## src/rtl/alu_sequencer.sv

```systemverilog
// alu_sequencer: FETCH/DECODE/EXEC/WB sequencer driving an external 8-bit ALU.
// Ports: clk/rst_n; start/prog_len run control; host_* register access;
//        imem_* ROM fetch; alu_* ALU drive/return; busy/done/ovf_err/pc status.

module alu_sequencer #(
    parameter int PC_W = 8
) (
    input  logic            clk,
    input  logic            rst_n,
    input  logic            start,
    input  logic [PC_W-1:0] prog_len,
    input  logic            host_wr_en,
    input  logic [1:0]      host_addr,
    input  logic [7:0]      host_wdata,
    output logic [7:0]      host_rdata,
    output logic [PC_W-1:0] imem_addr,
    input  logic [15:0]     imem_data,
    output logic [7:0]      alu_a,
    output logic [7:0]      alu_b,
    output logic [2:0]      alu_s,
    input  logic [7:0]      alu_f,
    input  logic            alu_ovf,
    input  logic            alu_take_branch,
    output logic            busy,
    output logic            done,
    output logic            ovf_err,
    output logic [PC_W-1:0] pc
);

    typedef enum logic [2:0] {
        S_IDLE,
        S_FETCH,
        S_DECODE,
        S_EXEC,
        S_WB
    } state_t;

    state_t          r_state;
    logic [PC_W-1:0] r_pc;
    logic [15:0]     r_ir;
    logic [7:0]      r_rf [4];
    logic [7:0]      r_a;
    logic [7:0]      r_b;
    logic [2:0]      r_s;
    logic [7:0]      r_f;
    logic            r_ovf;
    logic            r_tb;
    logic            r_done;
    logic            r_ovf_err;

    logic [2:0]      w_op;
    logic [1:0]      w_rd;
    logic            w_is_br;
    logic [PC_W-1:0] w_off;
    logic [PC_W-1:0] w_pc_inc;
    logic [PC_W-1:0] w_pc_next;
    logic            w_ovf_stop;
    logic            w_unused;

    assign w_op       = r_ir[15:13];
    assign w_rd       = r_ir[12:11];
    assign w_is_br    = w_op[2] & w_op[1];
    // 7-bit offset sign-extended to the pc width; wraps mod 2^PC_W.
    assign w_off      = PC_W'($signed(r_ir[6:0]));
    assign w_pc_inc   = r_pc + PC_W'(1);
    assign w_pc_next  = (w_is_br && r_tb) ? (w_pc_inc + w_off) : w_pc_inc;
    assign w_ovf_stop = (w_op == 3'b000) && r_ovf;
    // ra/rb are consumed straight from imem_data when operands are latched.
    assign w_unused   = ^r_ir[10:7];

    assign host_rdata = r_rf[host_addr];
    assign imem_addr  = r_pc;
    assign pc         = r_pc;
    assign alu_a      = r_a;
    assign alu_b      = r_b;
    assign alu_s      = r_s;
    assign busy       = (r_state != S_IDLE);
    assign done       = r_done;
    assign ovf_err    = r_ovf_err;

    always_ff @(posedge clk or negedge rst_n) begin
        if (!rst_n) begin
            r_state   <= S_IDLE;
            r_pc      <= '0;
            r_ir      <= '0;
            for (int i = 0; i < 4; i++) begin
                r_rf[i] <= '0;
            end
            r_a       <= '0;
            r_b       <= '0;
            r_s       <= '0;
            r_f       <= '0;
            r_ovf     <= 1'b0;
            r_tb      <= 1'b0;
            r_done    <= 1'b0;
            r_ovf_err <= 1'b0;
        end else begin
            r_done <= 1'b0;
            unique case (r_state)
                S_IDLE: begin
                    if (host_wr_en) begin
                        r_rf[host_addr] <= host_wdata;
                    end
                    if (start) begin
                        r_pc      <= '0;
                        r_ovf_err <= 1'b0;
                        // An empty program completes without leaving IDLE.
                        if (prog_len == '0) begin
                            r_done <= 1'b1;
                        end else begin
                            r_state <= S_FETCH;
                        end
                    end
                end
                S_FETCH: begin
                    r_state <= S_DECODE;
                end
                S_DECODE: begin
                    // Operands registered here so the ALU sees them for all of EXEC.
                    r_ir    <= imem_data;
                    r_a     <= r_rf[imem_data[10:9]];
                    r_b     <= r_rf[imem_data[8:7]];
                    r_s     <= imem_data[15:13];
                    r_state <= S_EXEC;
                end
                S_EXEC: begin
                    r_f     <= alu_f;
                    r_ovf   <= alu_ovf;
                    r_tb    <= alu_take_branch;
                    r_state <= S_WB;
                end
                S_WB: begin
                    if (!w_is_br) begin
                        r_rf[w_rd] <= r_f;
                    end
                    r_pc <= w_pc_next;
                    if (w_ovf_stop) begin
                        r_ovf_err <= 1'b1;
                    end
                    if (w_ovf_stop || (w_pc_next >= prog_len)) begin
                        r_state <= S_IDLE;
                        r_done  <= 1'b1;
                    end else begin
                        r_state <= S_FETCH;
                    end
                end
                default: begin
                    r_state <= S_IDLE;
                end
            endcase
        end
    end

endmodule

```

## config.mk

```make
export PLATFORM = sky130hd
export DESIGN_NAME = alu_sequencer
export DESIGN_NICKNAME = d
export VERILOG_FILES = /design/src/rtl/alu_sequencer.sv
export SDC_FILE = /design/constraint.sdc
export NUM_CORES = 1
export LEC_CHECK = 0
export CAP_MARGIN = 0
export CORE_MARGIN = 4
export CORE_UTILIZATION = 35
export DETAILED_ROUTE_END_ITERATION = 7
export PLACE_DENSITY = 0.58
export SYNTH_ARGS = -nofsm -noshare
export SYNTH_HDL_FRONTEND = slang
export SYNTH_SLANG_ARGS = --single-unit
```

## constraint.sdc

```tcl
create_clock -name clk -period 9.1 [get_ports clk]
set_input_delay 2.275 -clock clk [delete_from_list [all_inputs] [get_ports clk]]
set_output_delay 2.275 -clock clk [all_outputs]
set_load 0.005 [all_outputs]
```

==> impl_metrics.env <==
export IMPL_cts_sinks=83
export IMPL_worst_pin_slew_ns=1.20
export IMPL_worstPathMaxFanout=12
export IMPL_dieArea_sq_um=15900
export IMPL_cp_start_kind="input port"
export IMPL_syn_nets=507
export IMPL_post_cts_buffers=0
export IMPL_skew_ns=0.0131
export IMPL_ys_top_cells_by_area="dfrtp_1 (43%), mux4_2 (11%), mux2_2 (6.9%), nand2_1 (5.5%), a22oi_1 (4.6%)"
export IMPL_final_hold_violation_count=0
export IMPL_cp_slowest_cell="clkdlybuf4s50_1"
export IMPL_hold_buffers=0
export IMPL_routed_wl_mm=12.2
export IMPL_power_density_nw_per_um2=318
export IMPL_leakagePower_nw=2.59
export IMPL_worstPathRequired_ns=6.83
export IMPL_fmax_ghz=0.151
export IMPL_hold_class="reg -> reg"
export IMPL_path_buf_inv=2
export IMPL_ant_nets=0
export IMPL_cpMostUsedCell="clkdlybuf4s50_1"
export IMPL_hold_depth=2
export IMPL_first_iter_violations=250
export IMPL_grt_max_degree=69
export IMPL_root_buffer="clkbuf_16"
export IMPL_synth_main_ff_cell="dfrtp_1"
export IMPL_slowest_delay_ns=0.99
export IMPL_avgSynthCellArea_sq_um=11.0
export IMPL_die_width_um=126
export IMPL_clk_path_buf_depth=2
export IMPL_status="finished clean"
export IMPL_clk_pin_slew_worst_paths_ns=0.07
export IMPL_ctsResizeCount=0
export IMPL_ff2ff_path_depth=16
export IMPL_grt_pass1_vias=3609
export IMPL_drc=0
export IMPL_portBuffers=93
export IMPL_path_depth=3
export IMPL_grtUsageTotal_pct=15.6
export IMPL_wl_per_cell_um=17.5
export IMPL_clk_latency_ns=0.34
export IMPL_cts_buffers=9
export IMPL_path_cells="clkdlybuf4s50_1, mux4_2, clkdlybuf4s50_1"
export IMPL_io_pins=94
export IMPL_syn_inst=441
export IMPL_cts_tree="done"
export IMPL_antenna_cells=0
export IMPL_cp_top_family="buffers and inverters"
export IMPL_whs_ns=0.504
export IMPL_overflow=0
export IMPL_vias=3627
export IMPL_synth_edf_count=0
export IMPL_fin_crit_ns=6.61
export IMPL_synth_seq_cells=83
export IMPL_worst_ep_arrival_time_ns=4.33
export IMPL_yosys_area_top_type="dfrtp_1"
export IMPL_yosysMostFrequentCell="dfrtp_1"
export IMPL_start_util_pct=36.2
export IMPL_synth_top_area_share_pct=42.7
export IMPL_drv_slew=0
export IMPL_synth_cell_types=50
export IMPL_drt_first_pass_iters=5
export IMPL_place_hpwl_mm=9.40
export IMPL_antenna_found_initial=0
export IMPL_area_growth_pct=26.9
export IMPL_async_flop_share_pct=100
export IMPL_place_congestion=0.798
export IMPL_end_kind="output port"
export IMPL_yosysWarnings=0
export IMPL_fin_crit_sh_pct=72.6
export IMPL_nets=581
export IMPL_fp_dieH_um=126
export IMPL_nFillCells=1297
export IMPL_ys_seq_area_share_pct=42.7
export IMPL_vias_per_cell=5.21
export IMPL_synth_common_cells="dfrtp_1 (83), nand2_1 (71), o21ai_1 (35)"
export IMPL_ir_worst_vdd_v=0.000110
export IMPL_htreeDepth=3
export IMPL_syn_area_sq_um=4870
export IMPL_relSlewSlack_pct=19.7
export IMPL_drive_gt1_share_pct=16.9
export IMPL_worst_setup_path_type="in -> out"
export IMPL_grt_pass1_wl_mm=19.8
export IMPL_finalSetupViolations=0
export IMPL_max_cap_violations=0
export IMPL_tns_ns=0
export IMPL_num_rows=42
export IMPL_coreArea_sq_um=13500
export IMPL_rsz0062_at_grt="no"
## cells by family (layout without fill, tap and decap cells)
kind of cell / Yosys count / in the layout / share of synthesized area (%)
simple gates: 116 / 116 / 12.6
buf+inv: 48 / 127 / 5.09
flops: 83 / 83 / 42.7
compound gates: 109 / 109 / 14.4
mux: 55 / 55 / 18.3
xor+xnor: 12 / 12 / 2.16
fa+ha+maj: 18 / 18 / 4.78
## layout by cell type, fill, tap and decap left out, types with 2 or more instances in the layout
cell,n
a21o_1,3
nor3_1,4
buf_4,3
ha_1,17
dfrtp_1,83
and3_1,4
mux2_2,30
nor4_1,2
a311oi_1,2
clkdlybuf4s50_1,92
nand2b_1,5
a21oi_1,16
clkbuf_16,9
o21ai_2,3
xor2_1,8
bufinv_16,2
nor3_4,3
a22oi_1,30
o21ai_1,35
o21ai_0,6
nor2_1,8
clkinvlp_4,2
xnor2_1,4
nand2_1,71
inv_1,16
mux4_2,24
nand3_1,6
nor3b_4,2
a22o_1,6
## routing by layer
layer | routed length (um) | share of wire [%] | track usage [%]
met3 | 612 | 5.0 | 3.39
met4 | 113 | 0.93 | 4.04
met2 | 5430 | 44 | 22.8
met5 | 0 | 0 | 0
met1 | 6060 | 50 | 23.6
## where the power goes
group	internal, mW	leakage [nW]	total [mW]	switching, mW
logic	0.472	1.40	0.834	0.362
clock network	0.249	0.152	0.401	0.152
registers	0.535	1.04	0.727	0.192
## path summary, 6_finish.rpt
kind	startpoint	to	slack, ns
max	host_addr[0]	host_rdata[6]	2.49
min in group asynchronous	rst_n	done	1.79
min reg2reg	r_ovf	r_ovf	0.50
max in group asynchronous	rst_n	alu_a[7]	6.17
min	r_ovf	r_ovf	0.50
max reg2reg	imem_addr[0]	done	5.14
## worst min-delay path: stages (launching register included)
cell and delay (ns):
dfrtp_1 0.35, nand2_1 0.06, nand2_1 0.06
## sequential cells by signal (all words and copies together) (netlist names)
signal and flops:
r_rf 32, r_ir 12, alu_a 8, alu_b 8, imem_addr 8, r_f 8
r_state 3, done 1, ovf_err 1, r_ovf 1, r_tb 1
## layout make-up
type | count | area [sq um] | share of cell area, %
well taps | 176 | 220 | 3.57
multi-input cells | 310 | 2550 | 41.3
inverters | 16 | 60.1 | 0.973
clock inverters | 5 | 83.8 | 1.36
flip-flops and latches | 83 | 2080 | 33.6
clock buffers | 11 | 243 | 3.93
repair buffers | 95 | 943 | 15.3
## stage by stage
step | cell area [sq um] | setup slack (ns) | std cells | power, mW | utilization, %
6_report | 6170 | 2.49 | 696 | 1.96 | 45.9
5_1_grt | 6170 | 2.37 | 696 | 2.10 | 45.9
4_1_cts | 6170 | 2.46 | 696 | 1.98 | 45.9
3_5_place_dp | 5850 | 2.47 | 680 | 1.57 | 43.5
3_3_place_gp | 5850 | 2.49 | 680 | 1.54 | 43.5
2_1_floorplan | 4870 | 3.74 | 441 | 1.25 | -
Note: power is estimated with default switching activity, not from simulation.
